### src/rtl/mod_counter_chain.sv
// mod_counter_chain: cascade of DIGITS modulo-MOD digit counters.
// The counter is synchronous and can count up or down, with parallel load,
// a terminal-count output, a one-cycle wrap pulse and a sticky overflow flag.
module mod_counter_chain #(
   parameter int W      = 4,
   parameter int MOD    = 10,
   parameter int DIGITS = 4
) (
   input  logic                clk,
   input  logic                reset,
   input  logic                en,
   input  logic                up,
   input  logic                load,
   input  logic [DIGITS*W-1:0] load_val,
   input  logic                clr_ovf,
   output logic [DIGITS*W-1:0] count,
   output logic                tc,
   output logic                wrap,
   output logic                ovf
);

   // Largest legal digit value, and MOD widened by one bit so the clamp
   // compare also works when MOD == 2^W.
   localparam logic [W-1:0] MAXD    = W'(MOD - 1);
   localparam logic [W:0]   MOD_EXT = (W + 1)'(MOD);

   logic [DIGITS*W-1:0] count_reg;
   logic [DIGITS*W-1:0] count_next;
   logic [DIGITS*W-1:0] load_clamped;
   logic [W-1:0]        digit_cur [DIGITS];
   logic                wrap_reg;
   logic                ovf_reg;
   logic                chain_end;
   logic                stepping;
   logic                wrap_event;

   // Unpack the digits, and clamp each load digit to MOD-1 when it is out of range.
   for (genvar gi = 0; gi < DIGITS; gi++) begin : g_digit
      assign digit_cur[gi] = count_reg[gi*W +: W];
      assign load_clamped[gi*W +: W] =
         ({1'b0, load_val[gi*W +: W]} >= MOD_EXT) ? MAXD : load_val[gi*W +: W];
   end

   // Ripple the step enable from digit 0 upwards. After the loop, 'stepping' is
   // true only if every digit sat at its terminal value for the current direction.
   always_comb begin
      count_next = count_reg;
      stepping   = 1'b1;
      for (int i = 0; i < DIGITS; i++) begin
         if (stepping) begin
            if (up) begin
               count_next[i*W +: W] = (digit_cur[i] == MAXD) ? '0 : digit_cur[i] + 1'b1;
            end else begin
               count_next[i*W +: W] = (digit_cur[i] == '0) ? MAXD : digit_cur[i] - 1'b1;
            end
         end
         stepping = stepping & (up ? (digit_cur[i] == MAXD) : (digit_cur[i] == '0));
      end
      chain_end = stepping;
   end

   // Terminal count does not depend on load. A wrap only happens when
   // terminal count is present and no load is requested.
   assign tc         = en & chain_end;
   assign wrap_event = tc & ~load;

   // State register: reset takes priority over load, and load takes priority over the count step.
   always_ff @(posedge clk) begin
      if (reset) begin
         count_reg <= '0;
         wrap_reg  <= 1'b0;
         ovf_reg   <= 1'b0;
      end else begin
         if (load) begin
            count_reg <= load_clamped;
         end else if (en) begin
            count_reg <= count_next;
         end
         wrap_reg <= wrap_event;
         ovf_reg  <= wrap_event | (ovf_reg & ~clr_ovf);
      end
   end

   assign count = count_reg;
   assign wrap  = wrap_reg;
   assign ovf   = ovf_reg;

endmodule

### config.mk
export PLATFORM = sky130hd
export DESIGN_NAME = mod_counter_chain
export DESIGN_NICKNAME = d
export VERILOG_FILES = /design/src/rtl/mod_counter_chain.sv
export SDC_FILE = /design/constraint.sdc
export NUM_CORES = 1
export LEC_CHECK = 0
export ABC_AREA = 1
export CELL_PAD_IN_SITES_DETAIL_PLACEMENT = 1
export CELL_PAD_IN_SITES_GLOBAL_PLACEMENT = 1
export CORE_MARGIN = 2
export CORE_UTILIZATION = 27
export CTS_BUF_LIST = sky130_fd_sc_hd__clkbuf_8
export CTS_CLUSTER_DIAMETER = 120
export DETAILED_ROUTE_END_ITERATION = 12
export PLACE_DENSITY_LB_ADDON = 0.08
export SYNTH_ARGS = -nofsm -noshare
export SYNTH_HDL_FRONTEND = slang
export SYNTH_SLANG_ARGS = --single-unit
### constraint.sdc
create_clock -name clk -period 1.4 [get_ports clk]
set_input_delay 0.28 -clock clk [delete_from_list [all_inputs] [get_ports clk]]
set_output_delay 0.28 -clock clk [all_outputs]
set_load 0.005 [all_outputs]
==> results of run 1 <==
final timing paths:
check	endpoint	start	slack, ns
setup reg to reg	count[9]$_SDFFE_PP0P_	count[6]$_SDFFE_PP0P_	-0.10
hold / removal	ovf$_SDFF_PP0_	ovf$_SDFF_PP0_	0.49
hold reg to reg	ovf$_SDFF_PP0_	ovf$_SDFF_PP0_	0.49
setup / recovery	tc	count[1]$_SDFFE_PP0P_	-0.23
metrics by stage:
step / std cells / utilization [%]
final: 459 / 51.08
after global routing: 459 / 51.08
after CTS: 457 / 49.17
after detailed placement: 443 / 44.54
after global placement: 443 / 44.54
after floorplan: 279 / -
cells in the final DEF, fill, tap and decap left out, types with 2 or more instances in the layout:
master	synthesis	routed
dlygate4sd2_1	0	16
nand2_1	88	72
o21ai_0	17	12
nand2_4	1	9
nand4_1	2	2
nand3_1	22	20
a21oi_1	27	25
nand2_2	4	12
buf_4	0	63
buf_6	0	9
dfxtp_1	18	2
clkdlybuf4s50_1	0	21
a31oi_1	2	2
dfxtp_4	0	5
nand3_2	0	2
nor2_2	6	5
nor2_1	38	31
inv_2	6	8
clkbuf_8	0	4
inv_1	25	21
nor2_4	2	10
inv_4	0	2
o21ai_1	4	8
dfxtp_2	0	11
o211ai_1	2	2
logic make-up (layout without fill, tap and decap cells):
group / after synthesis / after routing / share of synthesized area (%)
simple gates: 165 / 165 / 46.81
compound gates: 55 / 55 / 18.87
buf+inv: 40 / 148 / 10.21
flops: 18 / 18 / 23.53
xor+xnor: 1 / 1 / 0.5720
per-layer routing:
layer | global-route usage, % | share of wire (%) | wire [µm] | vias up
met4 | 3.621 | 0.57 | 34 | 0
met3 | 1.932 | 2.3 | 135 | 4
met5 | 0 | 0 | 0 | -
met1 | 23.62 | 46 | 2760 | 1004
li1 | - | - | - | 1112
met2 | 35.34 | 51 | 3061 | 29
area by class of cell:
type | instances | area [µm²]
repair buffers | 113 | 972.2
multi-input cells | 221 | 1181
well taps | 72 | 90.09
clock buffers | 4 | 55.05
inverters | 31 | 121.4
fillers | 756 | 2694
flip-flops and latches | 18 | 392.9
repair_timing:
action / in CTS / in global routing
pin swaps: 11 / 24
setup endpoints to repair: 29 / 19
resized for setup: 75 / 37
hold buffers: 0 / 0
buffers inserted: 10 / 6
power by group through the flow:
stage	sequential, mW	clock (mW)	combinational, mW
after CTS	0.598	0.476	0.846
after global placement	0.596	0	0.772
after floorplan	0.616	0	0.343
after global routing	0.610	0.489	0.990
after detailed placement	0.598	0	0.782
final	0.603	0.466	0.896
cell usage after synthesis:
master	instances	share of area (%)
nand2_1	88	22
nor2_1	38	9.3
a21oi_1	27	8.8
inv_1	25	6.1
nand3_1	22	7.2
dfxtp_1	18	24
o21ai_0	17	5.6
inv_2	6	1.5
nor2_2	6	2.5
buf_2	5	1.6
nand2_2	4	1.6
o21ai_1	4	1.3
a31oi_1	2	0.82
buf_1	2	0.49
clkbuf_1	2	0.49
nand4_1	2	0.82
nor2_4	2	1.5
o211ai_1	2	0.98
nand2_4	1	0.74
nand3_4	1	1.1
nand3b_1	1	0.49
o21bai_1	1	0.49
o22ai_1	1	0.41
o31ai_1	1	0.49
xor2_1	1	0.57
critical path, stage by stage, from the launching register on:
cell	delay [ns]
dfxtp_4	0.36
buf_6	0.12
nor2_4	0.13
nand3_2	0.10
nand2_4	0.09
nand3_4	0.09
nor2_4	0.09
buf_2	0.11
==> key figures, run 1 <==
Power
  – Seq pwr share: between 30% and 40%
  – Peak VDD IR: 0.3098 mV
  – Internal power: between 1 and 1.5 mW
  – Switching Fraction: 35.93%
  – Pwr Total: 1.964 mW
  – Psw: just over 0.7 mW
  – Clock network fraction of total power: roughly a quarter
  – Leak Pwr: approximately 1.4 nW
  – Power per cell area: 698.4 nW/µm²
  – Gate power share: between 40% and 50%

Synth
  – Mean Syn Cell Area: around 5.5 µm²
  – Mapped Area: ~1500 µm²
  – Synth warn: 0
  – Syn_nets: approximately 300
  – Cells after Synth: about 280
  – Yosys cell types: 25
  – FF+latch count, synth: 18
  – Sequential share of the synthesized area: between 20% and 30%

Clocking
  – Root Buffer: clkbuf_8
  – Clk slew on worst S/H paths: around 0.080 ns
  – H-tree levels: 1
  – TritonCTS clock tree: yes
  – Clock Latency Late Sink: 0.26 ns
  – CTS sink cnt: 18
  – CTS Buffer Depth: 2
  – Number of buffers created by CTS: 3

Global routing
  – Initial antenna violation count: 0
  – Grt ovf: 0
  – Largest net degree at the start of global routing: 16
  – Vias in the first global route: 2139
  – Total track usage: 18.99%
  – First-pass GRT wire length: approximately 9600 µm

Placed design
  – Dpl cell area: 2452 µm²
  – Dpl ws: -0.7829 ns
  – Routability cong.: between 0.8 and 0.9
  – DP HPWL: 4415 µm
  – I/O Buffers: 40

Die
  – FP Rows: 27
  – Initial core utilization: between 20% and 30%
  – Die Ht: 79.32 µm
  – IO Pins: 41
  – Die Wd: between 70 and 80 µm
  – Core Footprint: 5507 µm²
  – Die area: between 6000 and 7000 µm²

Timing
  – Endpoints failing setup: 5
  – Total Neg Setup Slack: -0.4824 ns
  – Fmax achieved: 612.5 MHz
  – Tcrit/Tclk final: 116.6%
  – Final Hold Slack: between 0.4 and 0.5 ns
  – Slew @ Worst Pin: between 0.2 and 0.3 ns
  – Final Hold Vio Count: 0
  – Min Clock Period, post-route: roughly 1.6 ns
  – Slew HR: 82.41%
  – Setup Skew: between 0.004 and 0.005 ns
  – Worst setup margin: -0.2327 ns
  – RSZ-0062 raised after global routing: yes
  – Fin. max-slew vios: 0

Hold path
  – Min-Delay Path Depth: 2
  – Min-delay worst type: reg2reg

Worst setup path
  – CP Data Arrival Time: 1.35 ns
  – Critical Path End Type: primary output
  – Setup CP Type: reg2out
  – CP Data Required Time: about 1.1 ns
  – CP max FO: 2
  – Reg2Reg Depth: 12
  – Startpoint types: flip-flop

Cells and area
  – Final instance area: 2813 µm²
  – Share of cells above drive strength 1: between 30% and 40%
  – Number of flip-flops in the largest register: 16
  – NumNets Final: 410
  – Area delta synth->final: 83.66%
  – ANT cells: 0

Routing
  – Antenna Nets Post-Route: 0
  – Vias/cell: roughly 4.7
  – DRT Pass-1 Iters: 4
  – Initial DRC Count: 49
  – Wire per inst: ~13 µm
  – WL final: roughly 6000 µm
  – Residual DRC count: 0
  – Vias: between 2000 and 2500

Run status
  – Status: complete, but fails checks
  – Failing checks: setup timing

Job
  – Max-Cap Viols: 0
Power figures use the tool's default switching activity.
==> inputs of run 2 (changes only) <==
--- a/config.mk
+++ b/config.mk
@@ -13,7 +13,8 @@
 export CTS_BUF_LIST = sky130_fd_sc_hd__clkbuf_8
 export CTS_CLUSTER_DIAMETER = 120
 export DETAILED_ROUTE_END_ITERATION = 12
-export PLACE_DENSITY_LB_ADDON = 0.08
+export MAX_ROUTING_LAYER = met4
+export PLACE_DENSITY_LB_ADDON = 0.2
 export SYNTH_ARGS = -nofsm -noshare
 export SYNTH_HDL_FRONTEND = slang
 export SYNTH_SLANG_ARGS = --single-unit
==> run 2 against run 1 <==
Net effect: the flow still finishes with violations (setup timing); cell area up 2.0%; critical path type unchanged; clock-buffer cell count did not move; via count is 1.9% higher; sequential cell count did not move; critical endpoint unchanged.
==> key figures, run 2 (synthesis gave the netlist of run 1 again) <==
Power
  – Pwr Total: slightly below 2 mW
  – Peak VDD IR: 0.4336 mV
  – Power per cell area: 687.1 nW/µm²
  – Leak Pwr: 1.494 nW

Global routing
  – Grt ovf: 0
  – Initial antenna violation count: 0
  – Vias in the first global route: ~2300
  – Largest net degree at the start of global routing: 15
  – First-pass GRT wire length: approximately 10000 µm
  – Total track usage: 20.37%

Clocking
  – CTS Buffer Depth: 2
  – CTS sink cnt: 18
  – Clk slew on worst S/H paths: 0.08 ns
  – TritonCTS clock tree: yes
  – Root Buffer: clkbuf_8
  – H-tree levels: 1
  – Number of buffers created by CTS: 3
  – Clock Latency Late Sink: between 0.2 and 0.3 ns

Timing
  – Fin. max-slew vios: 0
  – Fmax achieved: a little over 600 MHz
  – Tcrit/Tclk final: 118.4%
  – Min Clock Period, post-route: between 1.5 and 2 ns
  – RSZ-0062 raised after global routing: yes
  – Setup Skew: between 0.004 and 0.005 ns
  – Worst setup margin: -0.2574 ns
  – Final Hold Slack: 0.4705 ns
  – Endpoints failing setup: 7
  – Slew HR: approximately 85%
  – Final Hold Vio Count: 0
  – Slew @ Worst Pin: around 0.22 ns

Cells and area
  – NumNets Final: around 420
  – Layout Utilization: between 50% and 60%
  – Non-Filler Instances: around 470
  – Number of flip-flops in the largest register: 16
  – Most frequent cells in the layout: 73 x nand2_1, 73 x buf_4, 30 x nor2_1, 24 x a21oi_1, 21 x inv_1
  – Area delta synth->final: 87.25%
  – ANT cells: 0
  – Share of cells above drive strength 1: 40.00%

Worst setup path
  – Critical Path Most Common Cell: nor2_4
  – Startpoint types: flip-flop
  – CP max FO: 3
  – Slowest stage cell, crit path: dfxtp_4
  – Setup CP Type: reg2out
  – CP Data Required Time: around 1.1 ns
  – Critical Path End Type: primary output
  – Max incr delay on CP: about 0.37 ns
  – CP Data Arrival Time: ~1.4 ns
  – Crit-path cells: inv_2 -> nand2_2 -> nor2_4 -> nor2_2 -> nor2_4 -> nand3_4 -> nor2_4 -> buf_2

Routing
  – Vias: between 2000 and 2500
  – Wire per inst: around 13 µm
  – Antenna Nets Post-Route: 0
  – WL final: 6137 µm
  – DRT Pass-1 Iters: 3
  – Initial DRC Count: between 40 and 50
  – Vias/cell: 4.687
  – Residual DRC count: 0

Die
  – Initial core utilization: ~28%
  – Die Wd: 79.32 µm
  – Die area: between 6000 and 7000 µm²
  – FP Rows: 27
  – Die Ht: ~79 µm
  – Core Footprint: 5507 µm²
  – IO Pins: 41

Run status
  – Status: complete, but fails checks
  – Failing checks: setup timing

Placed design
  – Routability cong.: 0.9340
  – Placed insts: about 450
  – I/O Buffers: 40
  – DP HPWL: around 4600 µm
  – Dpl ws: -0.8047 ns

Job
  – Max-Cap Viols: 0

Hold path
  – Min-delay worst type: reg2reg
run 2: cell count changes in the layout (fill, tap and decap cells not counted), moves of 2 or more:
| cell | previous run | this run |
|---|---|---|
| nand2_4 | 9 | 6 |
| clkbuf_2 | 0 | 2 |
| buf_4 | 63 | 73 |
| dlygate4sd2_1 | 16 | 12 |
| dfxtp_4 | 5 | 9 |
| dlymetal6s2s_1 | 1 | 4 |
| dfxtp_2 | 11 | 7 |
| a21oi_2 | 1 | 3 |
run 2: through the flow:
stage	setup TNS, ns	cell area (µm²)
2_1_floorplan	0	1531
3_3_place_gp	-6.115	2500
3_5_place_dp	-6.684	2500
4_1_cts	-0.7485	2695
5_1_grt	-1.734	2868
6_report	-0.6791	2868
run 2: what timing repair did:
item | CTS | global route
endpoints found under the setup margin | 30 | 22
setup buffers | 6 | 6
resized for setup | 66 | 51
pin swaps | 11 | 22
hold buffers | 0 | 0
cloned | 0 | 0
run 2: cell type report:
class                           instances  area, µm²
Fill cell                             748       2639
Sequential cell                        18      402.9
Multi-Input combinational cell        221       1182
Clock buffer                            4      55.05
Timing Repair Buffer                  121       1018
Tap cell                               72      90.09
Inverter                               31      118.9
run 2: final timing paths:
kind                       endpoint             startpoint  slack (ns)  depth (start not counted)
max                              tc  count[5]$_SDFFE_PP0P_       -0.26                          8
min                  ovf$_SDFF_PP0_         ovf$_SDFF_PP0_        0.47                          2
max reg2reg  count[11]$_SDFFE_PP0P_  count[5]$_SDFFE_PP0P_       -0.13                         12
min reg2reg          ovf$_SDFF_PP0_         ovf$_SDFF_PP0_        0.47                          2
run 2: worst max-delay path: cells and delay by family, from the launching register on:
| kind | cells | cell delay (ns) |
|---|---|---|
| simple gates | 6 | 0.57 |
| buf+inv | 2 | 0.17 |
| flops | 1 | 0.37 |
run 2: layer usage:
layer / routed length, µm / vias to the layer above / GRT usage (%)
li1: - / 1129 / -
met4: 119 / 0 / 9.655
met1: 2640 / 1017 / 22.83
met3: 125 / 10 / 2.159
met5: 0 / - / -
met2: 3251 / 33 / 36.19
run 2: power breakdown:
group / switching [mW] / total [mW] / internal [mW]
Clock: 0.204 / 0.455 / 0.251
Sequential: 0.0512 / 0.604 / 0.553
Combinational: 0.445 / 0.911 / 0.466
Total: 0.701 / 1.97 / 1.27
